## src/rtl/conv_seq_pkg.sv

```systemverilog
// Shared types and sizing for the conv1 frame sequencer.
// Counter widths are derived from the frame geometry.
package conv_seq_pkg;

    localparam int IMG_W       = 28;
    localparam int IMG_H       = 28;
    localparam int KSIZE       = 3;
    localparam int CLR_CYCLES  = 2;
    localparam int FRAME_CNT_W = 5;
    localparam int TIMEOUT_CYC = 4096;

    localparam int PIX_PER_FRAME = IMG_W * IMG_H;
    localparam int OUT_PER_FRAME =
        (IMG_W - KSIZE + 1) * (IMG_H - KSIZE + 1);

    localparam int PIX_CNT_W = $clog2(PIX_PER_FRAME + 1);
    localparam int OUT_CNT_W = $clog2(OUT_PER_FRAME + 1);
    localparam int CLR_CNT_W = $clog2(CLR_CYCLES + 1);
    localparam int TO_CNT_W  = $clog2(TIMEOUT_CYC + 1);

    typedef enum logic [2:0] {
        IDLE,
        CLR,
        FEED,
        DRAIN,
        DONE
    } seq_state_e;

endpackage

```

## src/rtl/conv_seq_counter.sv

```systemverilog
// Loadable saturating up-counter with a terminal-count flag.
// tc_o is high while the count equals MAX.
module conv_seq_counter #(
    parameter int          W   = 8,
    parameter int unsigned MAX = 255
) (
    input  logic         clk,
    input  logic         rst_n,
    input  logic         ld_i,
    input  logic [W-1:0] ld_val_i,
    input  logic         en_i,
    output logic [W-1:0] q_o,
    output logic         tc_o
);

    logic [W-1:0] cnt_q;
    logic [W-1:0] cnt_d;

    always_comb begin
        cnt_d = cnt_q;
        if (ld_i) begin
            cnt_d = ld_val_i;
        end else if (en_i && (cnt_q != '1)) begin
            cnt_d = cnt_q + 1'b1;
        end
    end

    always_ff @(posedge clk or negedge rst_n) begin
        if (!rst_n) begin
            cnt_q <= '0;
        end else begin
            cnt_q <= cnt_d;
        end
    end

    assign q_o  = cnt_q;
    assign tc_o = (cnt_q == W'(MAX));

endmodule

```

## src/rtl/conv_frame_sequencer.sv

```systemverilog
// Batch controller: clears conv1, streams a frame, drains its results.
// Optional drain watchdog: define CONV_TIMEOUT_EN.
module conv_frame_sequencer
    import conv_seq_pkg::*;
(
    input  logic                   clk,
    input  logic                   reset_n,
    input  logic                   start,
    input  logic [FRAME_CNT_W-1:0] num_frames,
    input  logic                   pix_valid,
    input  logic [15:0]            pix_data,
    output logic                   pix_ready,
    output logic                   conv_reset_n,
    output logic                   conv_rdata_r,
    output logic [15:0]            conv_data_in,
    input  logic                   conv_wdata_r,
    input  logic [31:0]            conv_data_out,
    output logic                   out_valid,
    output logic [31:0]            out_data,
    output logic                   out_last,
    output logic [FRAME_CNT_W-1:0] out_frame,
    output logic                   busy,
    output logic                   done,
    output logic                   err
);

    seq_state_e             state_q;
    logic [FRAME_CNT_W-1:0] num_frames_q;
    logic [FRAME_CNT_W-1:0] frame_idx_q;
    logic                   conv_reset_n_q;
    logic                   conv_rdata_r_q;
    logic [15:0]            conv_data_in_q;
    logic                   busy_q;
    logic                   done_q;

    logic                   out_valid_q;
    logic [31:0]            out_data_q;
    logic                   out_last_q;
    logic [FRAME_CNT_W-1:0] out_frame_q;

    logic [PIX_CNT_W-1:0]   pix_cnt;
    logic [OUT_CNT_W-1:0]   out_cnt;
    logic [CLR_CNT_W-1:0]   clr_cnt;
    logic                   pix_tc;
    logic                   out_tc;
    logic                   clr_tc;

    logic xfer;
    logic wdata_acc;
    logic last_frame;
    logic out_full;
    logic timeout;
    logic frame_done;
    logic enter_clr;

    assign pix_ready  = (state_q == FEED);
    assign xfer       = pix_valid && (state_q == FEED);
    assign wdata_acc  = conv_wdata_r &&
                        ((state_q == FEED) ||
                         (state_q == DRAIN) ||
                         (state_q == DONE));
    assign last_frame = (frame_idx_q == num_frames_q - 1'b1);
    assign out_full   = (out_cnt >= OUT_CNT_W'(OUT_PER_FRAME));
    assign frame_done = (state_q == DRAIN) && (out_full || timeout);
    assign enter_clr  = ((state_q == IDLE) && start &&
                         (num_frames != '0)) ||
                        (frame_done && !last_frame);

    conv_seq_counter #(
        .W   (PIX_CNT_W),
        .MAX (PIX_PER_FRAME - 1)
    ) u_pix_cnt (
        .clk      (clk),
        .rst_n    (reset_n),
        .ld_i     (enter_clr),
        .ld_val_i ('0),
        .en_i     (xfer),
        .q_o      (pix_cnt),
        .tc_o     (pix_tc)
    );

    conv_seq_counter #(
        .W   (OUT_CNT_W),
        .MAX (OUT_PER_FRAME - 1)
    ) u_out_cnt (
        .clk      (clk),
        .rst_n    (reset_n),
        .ld_i     (enter_clr),
        .ld_val_i ('0),
        .en_i     (wdata_acc),
        .q_o      (out_cnt),
        .tc_o     (out_tc)
    );

    // Held at zero outside CLR so every clear window starts fresh.
    conv_seq_counter #(
        .W   (CLR_CNT_W),
        .MAX (CLR_CYCLES - 1)
    ) u_clr_cnt (
        .clk      (clk),
        .rst_n    (reset_n),
        .ld_i     (state_q != CLR),
        .ld_val_i ('0),
        .en_i     (state_q == CLR),
        .q_o      (clr_cnt),
        .tc_o     (clr_tc)
    );

    logic unused_cnt;
    assign unused_cnt = ^{pix_cnt, clr_cnt};

`ifdef CONV_TIMEOUT_EN
    logic [TO_CNT_W-1:0] to_cnt;
    logic                to_tc;
    logic                err_q;

    conv_seq_counter #(
        .W   (TO_CNT_W),
        .MAX (TIMEOUT_CYC - 1)
    ) u_to_cnt (
        .clk      (clk),
        .rst_n    (reset_n),
        .ld_i     (state_q != DRAIN),
        .ld_val_i ('0),
        .en_i     (state_q == DRAIN),
        .q_o      (to_cnt),
        .tc_o     (to_tc)
    );

    logic unused_to;
    assign unused_to = ^to_cnt;
    assign timeout   = (state_q == DRAIN) && to_tc && !out_full;
    assign err       = err_q;
`else
    assign timeout = 1'b0;
    assign err     = 1'b0;
`endif

    always_ff @(posedge clk or negedge reset_n) begin
        if (!reset_n) begin
            state_q        <= IDLE;
            num_frames_q   <= '0;
            frame_idx_q    <= '0;
            conv_reset_n_q <= 1'b1;
            conv_rdata_r_q <= 1'b0;
            conv_data_in_q <= '0;
            busy_q         <= 1'b0;
            done_q         <= 1'b0;
`ifdef CONV_TIMEOUT_EN
            err_q          <= 1'b0;
`endif
        end else begin
            done_q         <= 1'b0;
            conv_rdata_r_q <= xfer;
            if (xfer) begin
                conv_data_in_q <= pix_data;
            end
            unique case (state_q)
                IDLE: begin
                    if (start) begin
                        num_frames_q <= num_frames;
                        frame_idx_q  <= '0;
                        busy_q       <= 1'b1;
`ifdef CONV_TIMEOUT_EN
                        err_q        <= 1'b0;
`endif
                        if (num_frames == '0) begin
                            state_q <= DONE;
                            done_q  <= 1'b1;
                        end else begin
                            state_q        <= CLR;
                            conv_reset_n_q <= 1'b0;
                        end
                    end
                end
                CLR: begin
                    if (clr_tc) begin
                        conv_reset_n_q <= 1'b1;
                        state_q        <= FEED;
                    end
                end
                FEED: begin
                    if (xfer && pix_tc) begin
                        state_q <= DRAIN;
                    end
                end
                DRAIN: begin
`ifdef CONV_TIMEOUT_EN
                    if (timeout) begin
                        err_q <= 1'b1;
                    end
`endif
                    if (frame_done) begin
                        if (last_frame) begin
                            state_q <= DONE;
                            done_q  <= 1'b1;
                        end else begin
                            frame_idx_q    <= frame_idx_q + 1'b1;
                            state_q        <= CLR;
                            conv_reset_n_q <= 1'b0;
                        end
                    end
                end
                DONE: begin
                    busy_q  <= 1'b0;
                    state_q <= IDLE;
                end
                default: begin
                    state_q <= IDLE;
                end
            endcase
        end
    end

    // Result path registers ahead of the FSM, so the last result
    // still leaves even when DRAIN exits on the following edge.
    always_ff @(posedge clk or negedge reset_n) begin
        if (!reset_n) begin
            out_valid_q <= 1'b0;
            out_data_q  <= '0;
            out_last_q  <= 1'b0;
            out_frame_q <= '0;
        end else begin
            out_valid_q <= wdata_acc;
            out_last_q  <= wdata_acc && out_tc;
            if (wdata_acc) begin
                out_data_q  <= conv_data_out;
                out_frame_q <= frame_idx_q;
            end
        end
    end

    assign conv_reset_n = conv_reset_n_q;
    assign conv_rdata_r = conv_rdata_r_q;
    assign conv_data_in = conv_data_in_q;
    assign busy         = busy_q;
    assign done         = done_q;
    assign out_valid    = out_valid_q;
    assign out_data     = out_data_q;
    assign out_last     = out_last_q;
    assign out_frame    = out_frame_q;

endmodule
```

## config.mk

```make
export PLATFORM = sky130hd
export DESIGN_NAME = conv_frame_sequencer
export DESIGN_NICKNAME = d
export VERILOG_FILES = /design/src/rtl/conv_seq_pkg.sv /design/src/rtl/conv_seq_counter.sv /design/src/rtl/conv_frame_sequencer.sv
export SDC_FILE = /design/constraint.sdc
export NUM_CORES = 1
export LEC_CHECK = 0
export CORE_MARGIN = 4
export CORE_UTILIZATION = 50
export DETAILED_ROUTE_END_ITERATION = 16
export PLACE_DENSITY = 0.82
export SYNTH_ARGS = -nofsm -noshare
export SYNTH_HDL_FRONTEND = slang
export SYNTH_HIERARCHICAL = 1
export SYNTH_SLANG_ARGS = --single-unit
export TNS_END_PERCENT = 10
```

## constraint.sdc

```tcl
create_clock -name clk -period 3.67 [get_ports clk]
set_input_delay 0.734 -clock clk [delete_from_list [all_inputs] [get_ports clk]]
set_output_delay 0.734 -clock clk [all_outputs]
set_load 0.005 [all_outputs]
```

==> metrics.md, run 1 <==
| Metric | Value |
|---|---|
| Final Hold Viols | 0 |
| # setup viols final | 0 |
| Crit path kind | in2reg |
| Met3 Routed Length | 718 um |
| Max_cap viols | 0 |
| Synth Cell Area | 4460 um^2 |
| Max Fclk | 393 MHz |
| Slack of the worst reg-to-reg path | 1.18 ns |
| DRC | 0 |
| DRT iter0 DRCs | 116 |
| PD cells | 781 nW/um^2 |
| Int Pwr | 3070 uW |
| Number of global-route vias before repair | 3425 |
| CTS-repair resized insts | 0 |
| Die area | 10500 um^2 |
| Primary FF master, synth | dfrtp_1 |
| Initial antenna violation count | 0 |
| Num Clock Sinks | 94 |
| Die X | 102 um |
| CTS Root Buffer Type | clkbuf_8 |
| Largest area contributor in the netlist | dfrtp_1 |
| NetSw | 1610 uW |
| Syn Inst Count | 380 |
| Gr usage total | 0.197 |
| Hold buffers post-CTS | 0 |
| Hold Crit Class | in2async |
| Buf/Inv on CP | 2 |
| Met2 WL post-DR | 4880 um |
| Routed vias/inst | 5.34 |
| Max stage delay on crit path | 0.58 ns |
| Top Metal Used | met4 |
| Gpl congestion | 0.920 |
| Crit path arrival time | 2.78 ns |
| Total global routing overflow | 0 |
| Critical path endpoint category | flop |
| Peak VDD IR | 464 uV |
| PortBufs | 117 |
| CTS tree | done |
| Layout area overhead | 34.6% |
| CTS Buf Count | 9 |
| Sum Neg Setup Slack | 0 ns |
| Gate power share | 0.446 |
| Part of the cycle the worst path needs | 0.693 |
| M1 WL | 4160 um |
| Count leader, synth | dfrtp_1 |
| Post-Syn Area per Cell | 11.7 um^2 |
| Yosys cell types | 64 |
| Pins Over Slew Limit | 0 |
| Worst-Skew Late Latency | 0.35 ns |
| Pin count of the biggest net entering global routing | 69 |
| Drt wl/cell | 15.6 um |
| YS warnings | 6 |
| Critical R2R Capture | u_pix_cnt/q_o[5]$_DFFE_PN0P_ |
| Placed insts | 619 |
| CP max FO | 18 |
| I/O pin count | 119 |
| EDFF count, synth | 0 |
| DP Wirelength | 7260 um |
| WHS | 0.461 ns |
| Async SR Flop Fraction | 1.00 |
| Vias | 3393 |
| Bufs on Longest Clock Path | 2 |
| Post-CTS Setup Bufs | 0 |
| Tmin final | 2.54 ns |
| Drt total wl | 9880 um |
| FF-to-FF Start | num_frames_q[0]$_DFFE_PN0P_ |
| FF+latch count, synth | 94 |
| Post-route ant nets | 0 |
| Initial Util | 0.513 |
| Area share of the largest cell type after synthesis | 0.522 |
| Num rows | 34 |
| RSZ-0062 raised after global routing | false |
| Top post-synthesis cells by count | 93 x dfrtp_1, 55 x mux2_2, 39 x nand2_1, 17 x o21ai_0, 15 x inv_1 |
| CP required | 3.91 ns |
| Sequential element share of the synthesized area | 0.528 |
| # diodes | 0 |
| Setup Skew | 0.0137 ns |
| Clock slew at reported path FFs | 0.09 ns |
| Worst setup SP type | primary input |
| Flop pwr share | 0.408 |
| Worst path slowest cell | o21ai_2 |
| Sw Ratio | 0.344 |
| Die height | 102 um |
| Relative slew slack | 0.441 |
| Worst reg2reg path depth | 9 |
| Leak | 0.00248 uW |
| Core Footprint | 8680 um^2 |
| Worst path top cell family by delay | buffers and inverters |
| Status | finished, final reports clean |
| Clk pwr share | 0.146 |
| Non-filler cells, final | 635 |
| Final Power | 4680 uW |
| DRT Pass-1 Iters | 5 |
| CP Cell Sequence | clkdlybuf4s50_1 -> nand2_1 -> or2_2 -> o21ai_2 -> buf_4 -> nand2b_1 -> o31a_1 |
| CTS H-tree depth | 3 |
| Final nets | 586 |
| Top post-synthesis cells by area | dfrtp_1 52%, mux2_2 14%, nand2_1 3.3%, o21ai_0 1.9%, ha_1 1.7% |
| Fraction of layout cells with a size suffix above 1 | 0.192 |
| Actual slew at the worst max-slew pin | 0.839 ns |
| First-pass GRT wire length | 16300 um |
state kept, by name, indices dropped and copies added, names as in the netlist, 2 cells and up:
name / count
num_frames_q: 5
u_clr_cnt/q_o: 2
u_pix_cnt/q_o: 10
out_data: 32
frame_idx_q: 5
conv_data_in: 16
out_frame: 5
u_out_cnt/q_o: 10
state_q: 3
cell usage in the layout (no fill, tap or decap), types with 9 or more instances in the layout:
cell / count
clkdlybuf4s50_1: 116
dfrtp_1: 93
mux2_2: 55
nand2_1: 39
conb_1: 23
o21ai_0: 17
inv_1: 15
nand3_1: 12
a21oi_1: 10
o21ai_1: 10
clkbuf_8: 9
worst reg2reg max path: stages, from the launching register on:
cell      delay [ns]
dfrtp_1         0.39
inv_1           0.07
ha_1            0.22
xnor3_1         0.38
nand3_1         0.09
o311ai_1        0.23
buf_4           0.22
o21ai_2         0.22
buf_4           0.27
o31a_1          0.30
through the flow:
stage | setup slack, ns | util | instance area [um^2]
floorplan | 1.38 | - | 4540
global placement | 0.841 | 0.669 | 5800
detailed placement | 0.771 | 0.669 | 5800
CTS | 1.16 | 0.691 | 6000
global route | 0.976 | 0.691 | 6000
finish | 1.13 | 0.691 | 6000
layer usage:
metal  global-route usage  vias up
li1                     -     1627
met1                0.245     1631
met2                0.337      124
met3               0.0457       11
met4               0.0666        0
met5                    0        -
power groups by stage:
stage	clock network (uW)	registers (uW)	logic [uW]
final	683	1910	2090
after global routing	743	1980	2290
after CTS	704	1910	2110
after detailed placement	0	1920	2100
after global placement	0	1890	2030
after floorplan	0	1870	1160
kinds of logic after synthesis:
kind of cell             count (synthesis)  share of synthesized area
AO/OA/AOI/OAI                           70                      0.109
AND/OR/NAND/NOR                        105                      0.131
multiplexers                            60                      0.151
buffers and inverters                   31                     0.0343
XOR/XNOR                                13                     0.0286
adder cells (fa/ha/maj)                  6                     0.0168
flip-flops                              94                      0.528
other                                    1                   0.000842
layout make-up:
type / instances / area [um^2]
Clock buffer: 10 / 128
Inverter: 16 / 60.1
Sequential cell: 94 / 2350
Timing Repair Buffer: 124 / 1220
Tap cell: 108 / 135
Fill cell: 623 / 2680
Clock inverter: 6 / 68.8
Multi-Input combinational cell: 277 / 2030
worst max path at each step:
stage	cells after the start	from	slack, ns	end
2_1_floorplan	12	state_q[0]$_DFFE_PN0P_	1.38	u_out_cnt/q_o[7]$_DFFE_PN0P_
3_3_place_gp	7	start	0.84	u_pix_cnt/q_o[5]$_DFFE_PN0P_
6_report	7	start	1.13	u_pix_cnt/q_o[5]$_DFFE_PN0P_
3_5_place_dp	7	start	0.77	u_pix_cnt/q_o[5]$_DFFE_PN0P_
5_1_grt	9	num_frames_q[0]$_DFFE_PN0P_	0.98	u_pix_cnt/q_o[5]$_DFFE_PN0P_
4_1_cts	7	start	1.16	u_pix_cnt/q_o[5]$_DFFE_PN0P_
Note: power is estimated with default switching activity, not from simulation.
==> run 2: changes to the inputs <==
- CORE_UTILIZATION: 50 -> 44
- PLACE_DENSITY: 0.82 -> 0.77
- clock period: 3.67 -> 2.2 ns (I/O delays scaled with it)
==> metrics.md, run 2 (same netlist as run 1, synthesis figures left out) <==
| Metric | Value |
|---|---|
| Status | finished, final reports clean |
| Placed insts | 654 |
| CTS Buf Count | 9 |
| Final nets | 597 |
| # diodes | 0 |
| # setup viols final | 0 |
| Most common cell after layout, fill and taps aside | clkdlybuf4s50_1 |
| Pin count of the biggest net entering global routing | 66 |
| Non-filler cells, final | 671 |
| Num Clock Sinks | 94 |
| WHS | 0.507 ns |
| Total global routing overflow | 0 |
| Routed vias/inst | 5.11 |
| CP required | 1.76 ns |
| Max_cap viols | 0 |
| RSZ-0062 raised after global routing | true |
| Worst reg2reg path depth | 8 |
| Number of global-route vias before repair | 3433 |
| Actual slew at the worst max-slew pin | 0.545 ns |
| Crit path arrival time | 1.63 ns |
| Pins Over Slew Limit | 0 |
| Most frequent cells in the layout | 116 x clkdlybuf4s50_1, 92 x dfrtp_1, 55 x mux2_2, 39 x nand2_1, 23 x conb_1 |
| Drt wl/cell | 14.8 um |
| DP Wirelength | 7230 um |
| Crit path kind | reg2out |
| PortBufs | 117 |
| Leak | 0.00257 uW |
| Post-Route Utilization | 0.634 |
| Setup Skew | 0.0113 ns |
| DRT iter0 DRCs | 87 |
| Fraction of layout cells with a size suffix above 1 | 0.219 |
| Initial antenna violation count | 0 |
| CTS tree | done |
| Worst-Skew Late Latency | 0.36 ns |
| DRT Pass-1 Iters | 4 |
| Layout area overhead | 39.6% |
| Slack of the worst reg-to-reg path | 0.13 ns |
| Die height | 109 um |
| PD cells | 1310 nW/um^2 |
| DRC | 0 |
| CTS Root Buffer Type | clkbuf_8 |
| Fin worst setup slack | 0.132 ns |
| Critical path endpoint category | output port |
| Die X | 109 um |
| First-pass GRT wire length | 16500 um |
| Num rows | 36 |
| Worst setup SP type | flop |
| Final Hold Viols | 0 |
| I/O pin count | 119 |
| Max FFs per register | 32 |
| Gpl congestion | 0.825 |
| Gr usage total | 0.176 |
| Peak VDD IR | 533 uV |
| CTS H-tree depth | 3 |
| Bufs on Longest Clock Path | 2 |
| Vias | 3430 |
| Initial Util | 0.454 |
| Relative slew slack | 0.635 |
| Die area | 11800 um^2 |
| Part of the cycle the worst path needs | 0.940 |
| Tmin final | 2.07 ns |
| Drt total wl | 9910 um |
| Core Footprint | 9820 um^2 |
| Max Fclk | 483 MHz |
| Hold Crit Class | reg2reg |
| Post-route ant nets | 0 |
| Sum Neg Setup Slack | 0 ns |
| CP max FO | 9 |
| Hold Crit Depth | 1 |
| Setup WS pre-CTS | -0.0490 ns |
| Clock slew at reported path FFs | 0.09 ns |
[run 2: cell types whose count changed in the layout (fill, tap and decap cells not counted), sizes merged]
cell,change
dlygate4sd3,+1
bufinv,+1
buf,+10
clkbuf,-1
clkinvlp,+1
inv,-1
[run 2: cell type report]
class / count / area, um^2
Inverter: 16 / 60.1
Fill cell: 818 / 3600
Clock buffer: 9 / 124
Timing Repair Buffer: 135 / 1340
Sequential cell: 94 / 2350
Clock inverter: 7 / 97.6
Multi-Input combinational cell: 277 / 2080
Tap cell: 133 / 166
[run 2: worst paths after layout]
| check | start | endpoint |
|---|---|---|
| min | out_data[25]$_DFFE_PN0P_ | out_data[25]$_DFFE_PN0P_ |
| max | state_q[0]$_DFFE_PN0P_ | pix_ready |
| min in group asynchronous | reset_n | out_data[22]$_DFFE_PN0P_ |
| max reg2reg | num_frames_q[0]$_DFFE_PN0P_ | u_out_cnt/q_o[7]$_DFFE_PN0P_ |
| min reg2reg | out_data[25]$_DFFE_PN0P_ | out_data[25]$_DFFE_PN0P_ |
| max in group asynchronous | reset_n | conv_reset_n$_DFFE_PN1P_ |
[run 2: report_power, final]
group / internal, uW / switching (uW)
clock: 644 / 607
combinational: 2200 / 1530
sequential: 2530 / 623
[run 2: repair_timing]
| action | in CTS | in global routing |
|---|---|---|
| resized for setup | 2 | 8 |
| setup buffers | 0 | 0 |
| pin swaps | 0 | 2 |
| hold endpoints to repair | 2 | 0 |
| endpoints found under the setup margin | 2 | 6 |
| hold buffers | 1 | 0 |
[run 2: layer usage]
layer  global-route usage  share of wire  up-vias  wire length, um
met5                    0              0        -                0
met4               0.0739          0.024        0              236
met1                0.221           0.42     1669             4210
met2                0.298           0.51       79             5010
li1                     -              -     1662                -
met3               0.0320          0.046       20              460
[run 2: worst max-delay path: stages (launching register included)]
cell,delay [ns]
dfrtp_1,0.39
buf_4,0.17
nor3_4,0.18
clkdlybuf4s50_1,0.53
[run 2: per-stage QoR]
| step | instance area, um^2 | total power [uW] |
|---|---|---|
| 2_1_floorplan | 4540 | 5060 |
| 3_3_place_gp | 5930 | 6670 |
| 3_5_place_dp | 5930 | 6820 |
| 4_1_cts | 6180 | 8120 |
| 5_1_grt | 6220 | 8750 |
| 6_report | 6220 | 8130 |
==> run 3: changes to the inputs <==
==> constraint.sdc (replaced) <==
create_clock -name clk -period 1.76 [get_ports clk]
set_input_delay 0.352 -clock clk [delete_from_list [all_inputs] [get_ports clk]]
set_output_delay 0.352 -clock clk [all_outputs]
set_load 0.01 [all_outputs]
==> metrics.md, run 3 (same netlist as run 1, synthesis figures left out) <==
| Metric | Value |
|---|---|
| PD cells | 1700 nW/um^2 |
| Pins Over Slew Limit | 0 |
| Layout Cell Area excl Fill | 6690 um^2 |
| Worst path slowest cell | dfrtp_1 |
| FF-to-FF Start | num_frames_q[1]$_DFFE_PN0P_ |
| Num rows | 36 |
| DRT Pass-1 Iters | 4 |
| Clock slew at reported path FFs | 0.09 ns |
| Hold Crit Class | in2async |
| Drt wl/cell | 16.0 um |
| Fin worst setup slack | -0.262 ns |
| Gr usage total | 0.201 |
| CTS H-tree depth | 3 |
| Total global routing overflow | 0 |
| Most frequent cells in the layout | 114 x clkdlybuf4s50_1, 91 x dfrtp_1, 55 x mux2_2, 47 x buf_4, 37 x nand2_1 |
| Number of global-route vias before repair | 3848 |
| Crit path kind | reg2reg |
| Gpl congestion | 0.818 |
| Most common cell after layout, fill and taps aside | clkdlybuf4s50_1 |
| DRC | 0 |
| Drt total wl | 11400 um |
| Max Fclk | 494 MHz |
| Critical R2R Capture | frame_idx_q[4]$_DFFE_PN0P_ |
| Vias | 3686 |
| Routed vias/inst | 5.18 |
| # diodes | 0 |
| Pin count of the biggest net entering global routing | 46 |
| Status | finished, violations left |
| Worst-Skew Late Latency | 0.36 ns |
| I/O pin count | 119 |
| CTS Buf Count | 9 |
| CP required | 2.06 ns |
| Layout area overhead | 50.2% |
| CTS Root Buffer Type | clkbuf_8 |
| Most frequent cell on the critical path | buf_6 |
| DP Wirelength | 7910 um |
| Final Hold Viols | 0 |
| Die X | 109 um |
| CTS tree | done |
| Violations in the final reports | setup timing |
| Setup Skew | 0.0122 ns |
| Worst setup SP type | flop |
| CP max FO | 10 |
| Worst path top cell family by delay | simple AND/OR/NAND/NOR gates |
| Core Footprint | 9820 um^2 |
| CP Cell Sequence | inv_2 -> ha_4 -> nor3b_4 -> xnor2_2 -> o311ai_4 -> buf_6 -> buf_6 -> or3_4 -> a21oi_2 |
| Fillers | 784 |
| RSZ-0062 raised after global routing | true |
| Max stage delay on crit path | 0.41 ns |
| DRT iter0 DRCs | 143 |
| Num Clock Sinks | 94 |
| Max_cap viols | 0 |
| Relative slew slack | 0.642 |
| Initial antenna violation count | 0 |
| Leak | 0.00280 uW |
| Post-route ant nets | 0 |
| PortBufs | 117 |
| Non-filler cells, final | 711 |
| Worst reg2reg path depth | 9 |
| Fraction of layout cells with a size suffix above 1 | 0.329 |
| Final Power | 11400 uW |
| Critical path endpoint category | flop |
| First-pass GRT wire length | 18500 um |
| Max FFs per register | 32 |
| Part of the cycle the worst path needs | 1.15 |
| Peak VDD IR | 790 uV |
| Placed cell areas | 6220 um^2 |
| Bufs on Longest Clock Path | 2 |
| Placed insts | 684 |
| Final nets | 637 |
| Footprint of the multi-input gates | 2270 um^2 |
| Initial Util | 0.454 |
| Buf/Inv on CP | 3 |
| Slack of the worst reg-to-reg path | -0.26 ns |
| Tmin final | 2.02 ns |
| Crit path arrival time | 2.32 ns |
| Actual slew at the worst max-slew pin | 0.535 ns |
| Die area | 11800 um^2 |
| Register area | 2360 um^2 |
| Die height | 109 um |
| # setup viols final | 27 |
[run 3: changes by cell type in the layout (fill, tap and decap cells not counted), sizes merged]
cell,before,now
o21ai,28,30
dlygate4sd2,0,1
clkinvlp,2,1
clkbuf,9,12
buf,18,57
clkdlybuf4s50,116,114
inv,17,16
bufinv,2,1
[run 3: how the worst max path moves through the flow]
stage / startpoint / to / slack (ns) / depth (start not counted)
floorplan: state_q[0]$_DFFE_PN0P_ / u_out_cnt/q_o[1]$_DFFE_PN0P_ / -0.28 / 12
global placement: start / u_out_cnt/q_o[1]$_DFFE_PN0P_ / -0.46 / 5
detailed placement: start / u_out_cnt/q_o[1]$_DFFE_PN0P_ / -0.49 / 5
CTS: num_frames_q[1]$_DFFE_PN0P_ / u_pix_cnt/q_o[5]$_DFFE_PN0P_ / -0.23 / 7
global route: num_frames_q[0]$_DFFE_PN0P_ / frame_idx_q[4]$_DFFE_PN0P_ / -0.35 / 9
finish: num_frames_q[1]$_DFFE_PN0P_ / frame_idx_q[4]$_DFFE_PN0P_ / -0.26 / 9
[run 3: routing by layer]
metal	routed length (um)	up-vias	global-route usage
li1	-	1742	-
met1	4540	1819	0.242
met5	0	-	0
met4	187	0	0.0667
met2	6060	106	0.364
met3	588	19	0.0343
[run 3: what timing repair did]
action | CTS | global route
endpoints found under the setup margin | 83 | 81
buffers inserted | 4 | 5
hold buffers | 1 | 0
cloned | 2 | 0
resized for setup | 29 | 28
hold endpoints to repair | 23 | 0
pin swaps | 8 | 10
[run 3: final cells by class]
type	instances	area share
sequential	94	0.352
tap	133	0.0249
clock buffer	12	0.0202
clock inverter	4	0.00710
inverter	16	0.00972
multi-input combinational	279	0.339
timing repair buffer	173	0.247
[run 3: worst register-to-register path, cell delays in order (launching register included)]
cell and delay (ns):
dfrtp_1 0.41, inv_2 0.10, ha_4 0.15, nor3b_4 0.21
xnor2_2 0.17, o311ai_4 0.14, buf_6 0.16, buf_6 0.13
or3_4 0.37, a21oi_2 0.14
[run 3: stage by stage]
step	setup TNS, ns	utilization	setup slack (ns)	hold WS (ns)
2_1_floorplan	-3.08	-	-0.282	0.0564
3_3_place_gp	-13.50	0.634	-0.461	0.284
3_5_place_dp	-15.71	0.634	-0.488	0.284
4_1_cts	-4.47	0.668	-0.229	0.429
5_1_grt	-6.66	0.682	-0.354	0.451
6_report	-4.01	0.682	-0.262	0.440
[run 3: power breakdown]
part           total [uW]  switching, uW  internal [uW]  leakage, uW
Clock                1390            739            655    0.0000904
Sequential           3840            680           3160      0.00114
Combinational        6130           2730           3400      0.00157
Total               11400           4140           7220      0.00280
